===== config.mk =====
export PLATFORM = sky130hd
export DESIGN_NAME = uart_rx
export DESIGN_NICKNAME = d
export VERILOG_FILES = /design/src/rtl/uart_pkg.sv /design/src/rtl/baud_gen.sv /design/src/rtl/uart_rx.sv
export SDC_FILE = /design/constraint.sdc
export NUM_CORES = 1
export LEC_CHECK = 0
export CORE_MARGIN = 2
export CORE_UTILIZATION = 55
export CTS_CLUSTER_DIAMETER = 150
export DETAILED_ROUTE_END_ITERATION = 7
export DONT_BUFFER_PORTS = 1
export HOLD_SLACK_MARGIN = 0.02
export PLACE_DENSITY = 0.7
export SYNTH_ARGS = -nofsm -noshare
export SYNTH_HDL_FRONTEND = slang
export SYNTH_SLANG_ARGS = --single-unit

===== constraint.sdc =====
create_clock -name clk -period 2.29 [get_ports clk]
set_input_delay 0.229 -clock clk [delete_from_list [all_inputs] [get_ports clk]]
set_output_delay 0.229 -clock clk [all_outputs]
set_load 0.05 [all_outputs]

===== src/rtl/uart_pkg.sv =====
// Shared UART definitions: receiver FSM state encoding, frame-format defaults,
// baud divisor width and a small constant helper.
package uart_pkg;

  // Frame-format defaults, shared by the receiver and the transmitter.
  localparam int unsigned DBIT_DEF    = 8;   // data bits per frame
  localparam int unsigned SB_TICK_DEF = 16;  // stop-bit length in oversample ticks

  // Baud divisor width; the tick period is dvsr+1 clk cycles.
  localparam int unsigned DVSR_W = 11;

  // Oversampling factor: oversample ticks per bit.
  localparam int unsigned OVERSAMPLE = 16;

  typedef enum logic [1:0] {
    st_idle,
    st_start,
    st_data,
    st_stop
  } state_type;

  // Larger of two unsigned values; used to size counters at elaboration time.
  function automatic int unsigned max_u(input int unsigned a, input int unsigned b);
    return (a > b) ? a : b;
  endfunction

endpackage


===== src/rtl/baud_gen.sv =====
// Free-running oversample tick generator. The counter runs 0..limit and wraps.
// tick is high for the one cycle in which the counter sits at its limit.
// The limit is reloaded from dvsr only at a wrap. A divisor change therefore
// takes effect cleanly at the next wrap. It also means a smaller divisor can
// never leave the counter stranded above its terminal value.
module baud_gen
  import uart_pkg::*;
(
  input  logic              clk,
  input  logic              rst,
  input  logic [DVSR_W-1:0] dvsr,
  output logic              tick
);

  logic [DVSR_W-1:0] cnt_q, cnt_d;
  logic [DVSR_W-1:0] lim_q, lim_d;
  logic              wrap;

  // Counter and active-limit registers.
  always_ff @(posedge clk or posedge rst) begin
    if (rst) begin
      cnt_q <= '0;
      lim_q <= '0;
    end else begin
      cnt_q <= cnt_d;
      lim_q <= lim_d;
    end
  end

  // Wrap detection, next count and limit reload.
  always_comb begin
    wrap  = (cnt_q == lim_q);
    cnt_d = wrap ? '0 : cnt_q + DVSR_W'(1);
    lim_d = wrap ? dvsr : lim_q;
    tick  = wrap;
  end

endmodule


===== src/rtl/uart_rx.sv =====
// UART receiver with 16x oversampling.
// rx is synchronised first. A falling level starts a frame. The start bit is
// confirmed at its midpoint, and every following bit is sampled 16 ticks later.
// A completed frame loads dout and raises rx_done_tick for one cycle.
// frame_err is raised alongside it when the stop bit was sampled low.
// After a low stop bit the line must be seen high again before a new start is
// accepted. This keeps a held-low line (break) from producing an endless
// stream of frames.
module uart_rx
  import uart_pkg::*;
#(
  parameter int unsigned DBIT    = DBIT_DEF,
  parameter int unsigned SB_TICK = SB_TICK_DEF
) (
  input  logic              clk,
  input  logic              rst,
  input  logic              rx,
  input  logic [DVSR_W-1:0] dvsr,
  output logic [DBIT-1:0]   dout,
  output logic              rx_done_tick,
  output logic              frame_err
);

  // s must hold 15 (data-bit length) as well as SB_TICK-1.
  localparam int unsigned SW = max_u(4, $clog2(SB_TICK));
  localparam int unsigned NW = max_u(1, $clog2(DBIT));

  localparam logic [SW-1:0] S_MID  = SW'(OVERSAMPLE / 2 - 1);
  localparam logic [SW-1:0] S_BIT  = SW'(OVERSAMPLE - 1);
  localparam logic [SW-1:0] S_STOP = SW'(SB_TICK - 1);
  localparam logic [NW-1:0] N_LAST = NW'(DBIT - 1);

  logic            tick;
  logic [1:0]      sync_q;
  logic            rx_s;

  state_type       state_q, state_d;
  logic [SW-1:0]   s_q, s_d;
  logic [NW-1:0]   n_q, n_d;
  logic [DBIT-1:0] b_q, b_d;
  logic [DBIT-1:0] dout_q, dout_d;
  logic            done_q, done_d;
  logic            ferr_q, ferr_d;
  logic            need_high_q, need_high_d;

  baud_gen u_baud (
    .clk  (clk),
    .rst  (rst),
    .dvsr (dvsr),
    .tick (tick)
  );

  // Two-flop synchroniser. It resets to the idle-high line level.
  always_ff @(posedge clk or posedge rst) begin
    if (rst) begin
      sync_q <= 2'b11;
    end else begin
      sync_q <= {sync_q[0], rx};
    end
  end

  assign rx_s = sync_q[1];

  // State register: FSM state, counters, shift register and registered outputs.
  always_ff @(posedge clk or posedge rst) begin
    if (rst) begin
      state_q     <= st_idle;
      s_q         <= '0;
      n_q         <= '0;
      b_q         <= '0;
      dout_q      <= '0;
      done_q      <= 1'b0;
      ferr_q      <= 1'b0;
      need_high_q <= 1'b1;  // only a fresh low after reset may start a frame
    end else begin
      state_q     <= state_d;
      s_q         <= s_d;
      n_q         <= n_d;
      b_q         <= b_d;
      dout_q      <= dout_d;
      done_q      <= done_d;
      ferr_q      <= ferr_d;
      need_high_q <= need_high_d;
    end
  end

  // Next-state logic: FSM transitions, tick/bit counters and the shift register.
  always_comb begin
    state_d     = state_q;
    s_d         = s_q;
    n_d         = n_q;
    b_d         = b_q;
    need_high_d = need_high_q & ~rx_s;

    unique case (state_q)
      st_idle: begin
        if (!rx_s && !need_high_q) begin
          state_d = st_start;
          s_d     = '0;
          n_d     = '0;
        end
      end

      st_start: begin
        if (tick) begin
          if (s_q == S_MID) begin
            // A high level at mid start bit is a glitch: go back to idle.
            state_d = rx_s ? st_idle : st_data;
            s_d     = '0;
          end else begin
            s_d = s_q + SW'(1);
          end
        end
      end

      st_data: begin
        if (tick) begin
          if (s_q == S_BIT) begin
            s_d = '0;
            b_d = {rx_s, b_q[DBIT-1:1]};
            if (n_q == N_LAST) begin
              state_d = st_stop;
            end else begin
              n_d = n_q + NW'(1);
            end
          end else begin
            s_d = s_q + SW'(1);
          end
        end
      end

      st_stop: begin
        if (tick) begin
          if (s_q == S_STOP) begin
            state_d = st_idle;
            s_d     = '0;
            // A low stop bit may be a break; require the line to go high first.
            if (!rx_s) begin
              need_high_d = 1'b1;
            end
          end else begin
            s_d = s_q + SW'(1);
          end
        end
      end

      default: begin
        state_d = st_idle;
        s_d     = '0;
        n_d     = '0;
      end
    endcase
  end

  // Output logic: frame completion, error flag and the held data word.
  always_comb begin
    done_d = (state_q == st_stop) && tick && (s_q == S_STOP);
    ferr_d = done_d && !rx_s;
    dout_d = done_d ? b_q : dout_q;
  end

  assign dout         = dout_q;
  assign rx_done_tick = done_q;
  assign frame_err    = ferr_q;

endmodule

==> results of run 1 <==
[power breakdown]
part           switching [uW]  leakage, uW  internal [uW]
clock network             273    0.0000510            241
registers                92.9     0.000675            987
logic                    83.9     0.000421           84.4
total                     450      0.00115           1310
[layout make-up]
cell class / instances / area (sq um)
clock buffers: 6 / 82.6
clock inverters: 2 / 10.0
fillers: 323 / 1550
inverters: 5 / 18.8
multi-input cells: 119 / 956
flip-flops and latches: 52 / 1310
well taps: 50 / 62.6
repair buffers: 5 / 42.5
[worst paths after layout]
| check | slack, ns | endpoint | depth (start not counted) | from |
|---|---|---|---|---|
| max | 0.11 | b_q[7] | 5 | u_baud.cnt_q[10] |
| min | 0.08 | u_baud.lim_q[8] | 1 | dvsr[8] |
| max reg2reg | 0.11 | b_q[7] | 5 | u_baud.cnt_q[10] |
| min reg2reg | 0.36 | sync_q[1] | 0 | sync_q[0] |
| max in group asynchronous | 1.33 | u_baud.cnt_q[6] | 3 | rst |
| min in group asynchronous | 0.55 | b_q[0] | 3 | rst |
[Yosys cell counts, types with 3 or more instances]
cell type and number:
dfrtp_1 49, o21a_1 3, nor2_1 13, inv_1 5
dfstp_2 3, xor2_1 19, nor3_1 3, and3_1 3
nand2_1 12, mux2i_1 5, xnor2_1 3, ha_1 4
nand3_1 8, mux2_2 27, clkbuf_1 3
[per-layer routing]
metal | wire length, um | GRT usage | vias up
li1 | - | - | 638
met3 | 139 | 0.0438 | 5
met1 | 1810 | 0.251 | 660
met2 | 1710 | 0.276 | 21
met4 | 37 | 0.0588 | 0
met5 | 0 | 0 | -
[critical path: stages, from the launching register on]
cell     delay (ns)
dfrtp_1        0.42
xor2_1         0.15
nor4_1         0.39
and3_1         0.26
nor3b_4        0.46
mux2_2         0.39
[placed cells by master, fill, tap and decap left out, types with 4 or more instances in the layout]
master,count
nor2_1,13
ha_1,4
nand2_1,12
dfrtp_1,49
clkbuf_8,6
mux2i_1,5
xor2_1,19
inv_1,4
mux2_2,27
nand3_1,7
[flip-flops by register name (all words and copies together), names as in the netlist, 2 cells and up, named ones only]
signal,flops
u_baud.cnt_q,11
s_q,4
sync_q,2
u_baud.lim_q,11
dout,8
b_q,8
n_q,3
[metrics by stage]
step                      utilization  hold WS [ns]  total power [uW]
after global placement          0.586         0.234              1250
after floorplan                     -         0.233              1210
after global routing            0.615        0.0630              1870
after detailed placement        0.586         0.234              1260
final                           0.615        0.0813              1760
after CTS                       0.614        0.0685              1790
[logic make-up after synthesis]
family,after synthesis
simple gates,51
buf+inv,12
xor+xnor,22
flops,52
fa+ha+maj,4
compound gates,10
mux,32
[what timing repair did]
action | in CTS | in global routing
endpoints found under the setup margin | 0 | 8
hold endpoints to repair | 50 | 0
hold buffers | 2 | 0
gates resized for setup | 0 | 1
buffers inserted | 0 | 0
==> impl_metrics.yaml, run 1 <==
route:
  wire_per_inst_um: 15.5
  initialDrtViolationCount: 67
  vias: 1324
  drc: 0
  drt-total-wl_mm: 3.70
  firstDrtPassIters: 4
  drt-vias-per-instance: 5.54
  antenna_left: 0
die:
  initial_core_util: 0.573
  die_h_um: 68.8
  core_area_sq_um: 4030
  ios: 24
  num_rows: 23
  fp.dieW_um: 68.8
  dieArea_sq_um: 4730
timing:
  tns_ns: 0
  fin_crit_ns: 2.18
  drv_slew: 0
  skew_ns: 0.00311
  rsz0062_at_grt: "no"
  fmaxAchievable_mhz: 459
  worstMarginPinSlew_ns: 0.616
  finalHoldViolCount: 0
  relSlewSlack: 0.589
  setup_ws_ns: 0.110
  timing.final.crit_share: 0.952
  setup_viol: 0
global_routing:
  grt.overflow.total: 0
  grt_pass1_wl_mm: 6.19
  antenna_found_initial: 0
  grt_pass1_vias: 1334
  grt_max_degree: 53
  globalRouteTotalUtil: 0.180
logic_synthesis:
  synth.avg_cell_area_sq_um: 12.6
  yosysUniqueCellTypes: 33
  synth_top_area_cell: "dfrtp_1"
  synthTopCellsByArea: "dfrtp_1, mux2_2, xor2_1"
  synth_top_family_by_area: "multiplexers"
  synth_edf_count: 0
  ys_async_sr_fraction: 1.00
  yosysSeqAreaShare: 0.565
  syn_nets: 201
  ys_seq_elements: 52
  yosys_warnings: 0
  yosysTopAreaCellShare: 0.531
  synthFlopType: "dfrtp_1"
  synthSimpleGateAreaFrac: 0.124
  muxShareOfSynthArea: 0.153
  synth_adder_area_share: 0.0217
  synth_xor_area_frac: 0.0834
  netlist_area_sq_um: 2310
  synthCells: 183
  synth_compound_area_frac: 0.0298
worst_setup_path:
  crit_path_end_kind: "register"
  crit_path_start_kind: "register"
  path_class: "reg2reg"
  crit_fanout: 8
  required_ns: 2.47
  worstPathArrival_ns: 2.36
finish:
  layout.cells.non_filler: 239
  layout-drive-gt1-share: 0.249
  nets: 206
  syn2layout_area_growth_pct: 7.26
  finish.instance_area_sq_um: 2480
  diodes: 0
placement:
  dp_cells: 229
  pre_cts_slack_ns: 0.0670
  place_hpwl_mm: 2.71
  place_area_sq_um: 2360
  portBuffers: 0
  place_congestion: 0.858
clock_tree:
  clk_pin_slew_worst_paths_ns: 0.09
  root_buffer: "clkbuf_8"
  h-tree-depth: 2
  cts_tree: "done"
  cts_buffer_depth: 2
  clock-sinks: 52
  cts_buffers: 5
  clock_latency_ns: 0.29
worst_hold_path:
  min_path_type: "in2reg"
pwr:
  power_leakage_uw: 0.00115
  p_per_area_nw_per_um2: 711
  peakVddDrop_mv: 0.387
flow_run:
  drv_cap: 0
outcome:
  status: "finished clean"
No activity file was read; power rests on OpenSTA's default activity.
==> run 2: changes to the inputs <==
GPL_TIMING_DRIVEN = 0   (was default)
clock period = 2.7 ns   (was 2.29 ns; I/O delays follow)
==> run 2 against run 1 <==
Combinational power decreased by 14%. Non-clock buffer count up 5. Worst setup slack better by 0.32 ns. Worst hold slack improved by 0.029 ns. First-iteration DRC count fell by 15%. Highest routed layer unchanged.
==> impl_metrics.yaml, run 2 (synthesis results as in run 1) <==
clock_tree:
  root_buffer: "clkbuf_8"
  clk_pin_slew_worst_paths_ns: 0.10
  cts_resized: 0
  cts_buffer_depth: 2
  clock-sinks: 52
  cts_setup_buffers: 0
  clock_latency_ns: 0.30
  cts_buffers: 5
  cts_tree: "done"
  h-tree-depth: 2
finish:
  syn2layout_area_growth_pct: 8.45
  layout-drive-gt1-share: 0.242
  diodes: 0
  finish.instance_area_sq_um: 2500
  fillers: 325
  layout_commonest_cell: "dfrtp_1"
  ff_latch_area_sq_um: 1310
  post-route-util: 0.622
  nets: 211
  mostFrequentLayoutCells: "dfrtp_1, mux2_2, xor2_1, nor2_1, nand2_1"
  reg_top3: "u_baud.cnt_q x11, u_baud.lim_q x11"
  multi_input_area_sq_um: 951
timing:
  drv_slew: 0
  worst_hold_slack_ns: 0.110
  fmaxAchievable_mhz: 440
  fin_crit_ns: 2.27
  tns_ns: 0
  worstMarginPinSlew_ns: 0.531
  setup_ws_ns: 0.426
  skew_ns: 0.00717
  finalHoldViolCount: 0
  timing.final.crit_share: 0.842
  setup_viol: 0
  rsz0062_at_grt: "no"
  relSlewSlack: 0.646
route:
  initialDrtViolationCount: 57
  drt-vias-per-instance: 5.66
  antenna_left: 0
  drc: 0
  wire_per_inst_um: 15.9
  vias: 1380
  firstDrtPassIters: 4
  drt-total-wl_mm: 3.88
worst_setup_path:
  path_class: "reg2reg"
  crit_fanout: 8
  crit_path_start_kind: "register"
  crit_path_end_kind: "register"
  required_ns: 2.90
  worstPathArrival_ns: 2.47
global_routing:
  antenna_found_initial: 0
  globalRouteTotalUtil: 0.192
  grt_pass1_wl_mm: 6.51
  grt_max_degree: 31
  grt_pass1_vias: 1409
  grt.overflow.total: 0
flow_run:
  drv_cap: 0
die:
  die_h_um: 68.8
  fp.dieW_um: 68.8
  core_area_sq_um: 4030
  num_rows: 23
  dieArea_sq_um: 4730
  ios: 24
  initial_core_util: 0.573
pwr:
  seq_power_share: 0.609
  p_sw_frac: 0.272
  p_per_area_nw_per_um2: 600
  p_switching_uw: 408
  peakVddDrop_mv: 0.312
  power_leakage_uw: 0.00115
  p_int_uw: 1090
  power_frac_comb: 0.097
  pwr-share-clk: 0.294
worst_hold_path:
  min_path_type: "in2reg"
placement:
  place_area_sq_um: 2390
  place_congestion: 0.888
  portBuffers: 0
  place_hpwl_mm: 2.84
  pre_cts_slack_ns: 0.493
outcome:
  status: "finished clean"
-- run 2: path summary, 6_finish.rpt --
kind	to	depth (start not counted)	start	slack [ns]
min reg2reg	sync_q[1]	0	sync_q[0]	0.36
min	u_baud.lim_q[9]	1	dvsr[9]	0.11
max in group asynchronous	sync_q[1]	3	rst	1.66
min in group asynchronous	u_baud.lim_q[10]	2	rst	0.44
max	b_q[2]	5	u_baud.lim_q[10]	0.43
max reg2reg	b_q[2]	5	u_baud.lim_q[10]	0.43
-- run 2: metal layers --
layer  part of all wire  global-route usage
met5                  0                   0
met4              0.014              0.0711
met3              0.047              0.0584
met2               0.47               0.300
met1               0.47               0.251
-- run 2: area by class of cell --
type / count / area share
timing repair buffer: 3 / 0.0160
tap: 50 / 0.0250
buffer: 7 / 0.0140
clock buffer: 5 / 0.0275
multi-input combinational: 119 / 0.380
sequential: 52 / 0.521
inverter: 5 / 0.00749
clock inverter: 3 / 0.00949
-- run 2: power by group through the flow --
stage | registers [uW] | logic [uW] | clock network, uW
2_1_floorplan | 909 | 119 | 0
3_3_place_gp | 926 | 132 | 0
3_5_place_dp | 930 | 144 | 0
4_1_cts | 915 | 150 | 455
5_1_grt | 926 | 171 | 495
6_report | 914 | 145 | 442
-- run 2: timing repair --
item                                   4_1_cts  5_1_grt
hold buffers                                 2        0
setup endpoints to repair                    0        0
endpoints found under the hold margin       23        0
-- run 2: worst max-delay path, stage by stage (launching register included) --
cell and delay, ns:
dfrtp_1 0.40, xor2_1 0.17, nor4_1 0.46, and3_1 0.31, nor3b_4 0.44, mux2_2 0.39
-- run 2: stage by stage --
stage	cells	power, uW
floorplan	183	1030
global placement	233	1060
detailed placement	234	1070
CTS	244	1520
global route	244	1590
finish	244	1500
